## config.mk

```make
export PLATFORM = sky130hd
export DESIGN_NAME = counter_ud_param
export DESIGN_NICKNAME = d
export VERILOG_FILES = /design/src/rtl/definitions_pkg.sv /design/src/rtl/cnt_prescaler.sv /design/src/rtl/counter_ud_param.sv
export SDC_FILE = /design/constraint.sdc
export NUM_CORES = 1
export LEC_CHECK = 0
export CAP_MARGIN = 10
export CORE_AREA = 3 3 40 42
export DETAILED_ROUTE_END_ITERATION = 12
export DIE_AREA = 0 0 43 45
export PLACE_DENSITY = 0.69
export SLEW_MARGIN = 5
export SYNTH_ARGS = -nofsm -noshare
export SYNTH_HDL_FRONTEND = slang
export SYNTH_SLANG_ARGS = --single-unit
export TNS_END_PERCENT = 20
```

## constraint.sdc

```tcl
create_clock -name clk -period 2.32 [get_ports clk]
set_clock_uncertainty 0.1 [all_clocks]
set_input_delay 0.464 -clock clk [delete_from_list [all_inputs] [get_ports clk]]
set_output_delay 0.464 -clock clk [all_outputs]
set_load 0.03 [all_outputs]
```

## src/rtl/definitions_pkg.sv

```systemverilog
// Shared types for the parameterised up/down counter and its prescaler.
package definitions_pkg;

    typedef enum logic [1:0] {
        CNT_WRAP,
        CNT_SAT,
        CNT_ONESHOT
    } cnt_mode_e;

    typedef enum logic [1:0] {
        IDLE,
        RUN,
        DONE
    } cnt_state_e;

endpackage

```

## src/rtl/cnt_prescaler.sv

```systemverilog
// Divides enabled cycles: step pulses on every PRESCALE-th cycle with en=1.
module cnt_prescaler #(
    parameter int PRESCALE = 1
) (
    input  logic clk,
    input  logic rst,
    input  logic en,
    input  logic clr,
    output logic step
);
    localparam int            PW   = (PRESCALE > 1) ? $clog2(PRESCALE) : 1;
    localparam logic [PW-1:0] LAST = PW'(PRESCALE - 1);

    logic [PW-1:0] cnt_q, cnt_d;

    assign step = en && !clr && (cnt_q == LAST);

    always_comb begin
        cnt_d = cnt_q;
        if (clr)
            cnt_d = '0;
        else if (en)
            cnt_d = (cnt_q == LAST) ? '0 : cnt_q + 1'b1;
    end

    always_ff @(posedge clk or posedge rst) begin
        if (rst) cnt_q <= '0;
        else     cnt_q <= cnt_d;
    end
endmodule

```

## src/rtl/counter_ud_param.sv

```systemverilog
// Up/down counter with prescaled stepping, load, and wrap/saturate/one-shot
// boundary behaviour selected by MODE.
module counter_ud_param
    import definitions_pkg::*;
#(
    parameter int               WIDTH    = 4,
    parameter logic [WIDTH-1:0] MAX_VAL  = {WIDTH{1'b1}},
    parameter cnt_mode_e        MODE     = CNT_WRAP,
    parameter int               PRESCALE = 1
) (
    input  logic             clk,
    input  logic             rst,
    input  logic             en,
    input  logic             down,
    input  logic             load_en,
    input  logic [WIDTH-1:0] load,
    output logic [WIDTH-1:0] count,
    output logic             rollover,
    output logic             tc,
    output logic             sat,
    output logic             done
);
    cnt_state_e       state_q, state_d;
    logic [WIDTH-1:0] count_q, count_d;
    logic             roll_q, roll_d;
    logic             sat_q, sat_d;
    logic             done_q, done_d;
    logic             step;
    logic             at_bound;

    // Gating en in DONE keeps the prescaler frozen along with the count.
    cnt_prescaler #(.PRESCALE(PRESCALE)) u_pre (
        .clk  (clk),
        .rst  (rst),
        .en   (en && (state_q != DONE)),
        .clr  (load_en),
        .step (step)
    );

    assign at_bound = down ? (count_q == '0) : (count_q == MAX_VAL);

    always_comb begin
        count_d = count_q;
        roll_d  = 1'b0;
        sat_d   = sat_q;
        state_d = state_q;

        case (state_q)
            IDLE:    if (en)  state_d = RUN;
            RUN:     if (!en) state_d = IDLE;
            default: state_d = state_q;
        endcase

        if (load_en) begin
            count_d = (load > MAX_VAL) ? MAX_VAL : load;
            sat_d   = 1'b0;
            state_d = IDLE;
        end else if (step) begin
            if (!at_bound) begin
                count_d = down ? count_q - 1'b1 : count_q + 1'b1;
                sat_d   = 1'b0;
            end else begin
                case (MODE)
                    CNT_WRAP: begin
                        count_d = down ? MAX_VAL : '0;
                        roll_d  = 1'b1;
                    end
                    CNT_SAT:  sat_d   = 1'b1;
                    default:  state_d = DONE;
                endcase
            end
        end

        done_d = (state_d == DONE);
    end

    always_ff @(posedge clk or posedge rst) begin
        if (rst) begin
            state_q <= IDLE;
            count_q <= '0;
            roll_q  <= 1'b0;
            sat_q   <= 1'b0;
            done_q  <= 1'b0;
        end else begin
            state_q <= state_d;
            count_q <= count_d;
            roll_q  <= roll_d;
            sat_q   <= sat_d;
            done_q  <= done_d;
        end
    end

    assign count    = count_q;
    assign rollover = roll_q;
    assign tc       = at_bound;
    assign sat      = sat_q;
    assign done     = done_q;
endmodule

```

==> impl_results.md <==
- Root Buffer: clkbuf_4
- All-Layer GR Usage: 12.70%
- Share of cells above drive strength 1: 10.67%
- Post-synth EDFFs: 0
- DR WL met2: 478 um
- H-Tree Depth: 1
- Sum of negative setup slack: 0 ps
- Hold Worst Slack: 350.9 ps
- Final setup fails: 0
- R2R depth: 5
- CP Depth: 1
- Mean number of vias per cell: 4.833
- Peak supply drop: 336.3 uV
- Worst slack at placement: 81.91 ps
- CTS tree: done
- Area of the mapped netlist: 513.0 um^2
- Worst-path fanout max: 6
- CP max stage delay: 710 ps
- CP Capture Type: primary output
- Placed wire-length estimate: 830.9 um
- Seq pwr share: 38.7%
- Post-Synthesis Cells: 57
- Avg Inst Size Synth: 9.000 um^2
- Hold bufs inserted after CTS: 0
- Max Slew Vio Count: 0
- Logic gate share of total power: 38.9%
- Core box area: 1285 um^2
- Layout fillers: 125
- Syn Nets: 69
- Asr flop ratio synth: 100.0%
- PortBufs: 15
- Status: completed
- Worst path slowest cell: clkdlybuf4s50_1
- Crit-path cells: clkdlybuf4s50_1
- M1 WL: 490 um
- Initial DRC Count: 7
- Buf/Inv on CP: 1
- Final GP Congestion: 0.7235
- First-pass GRT wire length: 1828 um
- Part of the power in the clock network: 22.4%
- Clock latency on the worst-skew pair: 250 ps
- Power Total: 0.4581 mW
- Die area: 1935 um^2
- # DRC: 0
- Crit path DAT: 1410 ps
- Synth Flop Type: dfrtp_1
- Leakage: 0.3331 nW
- Worst path top cell family by delay: buffers and inverters
- P_int: 0.2993 mW
- Critical setup path kind: reg -> out
- Synthesized flop and latch total: 8
- Row count: 13
- CTS buffer count: 3
- Hold Crit Class: in -> async
- Post-synthesis sequential area ratio: 39.02%
- PnR worst setup slack: 346.4 ps
- Antenna-violating nets left: 0
- Nets@finish: 89
- Synth unique cells: 25
- Final period utilization: 85.07%
- Detailed Route WL: 1049 um
- Die Ht: 45 um
- Number of global-route vias before repair: 402
- PostCTS Resize Cnt: 0
- Post-CTS Setup Bufs: 0
- Area grow syn2layout: 36.10%
- Switch Pwr: 0.1588 mW
- Longest Clk Path Bufs: 2
- Starting density of the core: 39.92%
- Final Hold Viols: 0
- Antenna Diode Count: 0
- Sw Share: 34.67%
- Setup crit start kind: flop
- Initial antenna violation count: 0
- Initial DRT Pass Iterations: 4
- Top Metal Used: met4
- Die width: 43 um
- Total grt overflow: 0
- Power per standard cell area: 656.1 nW/um^2
- Boundary pin count: 17
- Clock-pin slew on the worst setup and hold paths: 50 ps
- RSZ-0062 raised after global routing: false
- Largest net degree at the start of global routing: 12
- Drt wl/cell: 11.66 um
- Clock Sinks: 8
- YS warnings: 0
- Max Cap Viol: 0
- Routed wl met3: 64 um
- Via Count: 435
- Tmin final: 1974 ps
- WP data required: 1760 ps
- Max Clock Freq: 506.7 MHz
[power by group through the flow]
stage | Clock [mW] | Sequential [mW] | Combinational [mW]
after floorplan | 0 | 0.202 | 0.0900
after global placement | 0 | 0.179 | 0.177
after detailed placement | 0 | 0.179 | 0.179
after CTS | 0.108 | 0.177 | 0.180
after global routing | 0.116 | 0.181 | 0.194
final | 0.103 | 0.177 | 0.178
[cell usage after synthesis, types with 2 or more instances]
cell type  instances  area, um^2
dfrtp_1            8       200.2
inv_1              8       30.03
nand2_1            4       15.01
nor2_1             4       15.01
xnor2_1            4       35.03
a21oi_1            3       15.01
o21ai_0            3       15.01
a21o_1             2       15.01
and3_1             2       12.51
ha_1               2       25.02
nand3_1            2       10.01
nor3_1             2       10.01
[flip-flops by register name (all words and copies together) (netlist names)]
register	count
count	4
state_q	2
done	1
rollover	1
[cell usage in the layout, fill, tap and decap left out, types with 2 or more instances in the layout]
cell type / count
dfrtp_1: 8
nor2_1: 4
o21ai_0: 3
nand3_1: 2
clkbuf_4: 3
buf_4: 3
and3_1: 2
xnor2_1: 4
ha_1: 2
nand2_1: 4
a21o_1: 2
a21oi_1: 3
nor3_1: 2
inv_1: 8
clkdlybuf4s50_1: 14
[final cells by class]
| class | count | area, um^2 | area share, % |
|---|---|---|---|
| clock buffers | 3 | 22.52 | 3.226 |
| inverters | 8 | 30.03 | 4.301 |
| multi-input cells | 39 | 264.0 | 37.81 |
| flip-flops and latches | 8 | 200.2 | 28.67 |
| well taps | 15 | 18.77 | 2.688 |
| repair buffers | 17 | 162.7 | 23.30 |
[worst paths after layout]
| kind | from | to | slack (ps) |
|---|---|---|---|
| min reg2reg | state_q[0] | done | 380 |
| min | rst | done | 350 |
| max | count[1] | count[1] | 350 |
| max reg2reg | count[0] | count[1] | 640 |
| max in group asynchronous | rst | state_q[0] | 1530 |
| min in group clk | state_q[0] | done | 380 |
[cells by family (layout without fill, tap and decap cells)]
family / after synthesis / in the layout / synth area share (%)
and+or+nand+nor: 17 / 17 / 16.59
AOI/OAI and AO/OA: 13 / 13 / 16.58
buffers and inverters: 10 / 28 / 9.513
DFF: 8 / 8 / 39.02
xor gates and xnor gates: 4 / 4 / 6.829
adders and majority gates: 3 / 3 / 8.780
other: 1 / 1 / 0.7310
muxes: 1 / 1 / 1.951
[per-layer routing]
metal / vias up / GRT usage, %
met5: - / 0
met4: 0 / 1.807
met3: 2 / 6.375
met2: 13 / 20.66
met1: 193 / 15.63
li1: 227 / -
[per-stage QoR]
stage	area (um^2)	instances	util, %
after floorplan	513.0	57	-
after global placement	675.6	87	52.58
after detailed placement	675.6	87	52.58
after CTS	698.2	90	54.33
after global routing	698.2	90	54.33
final	698.2	90	54.33
(Power assumes the default switching activity.)
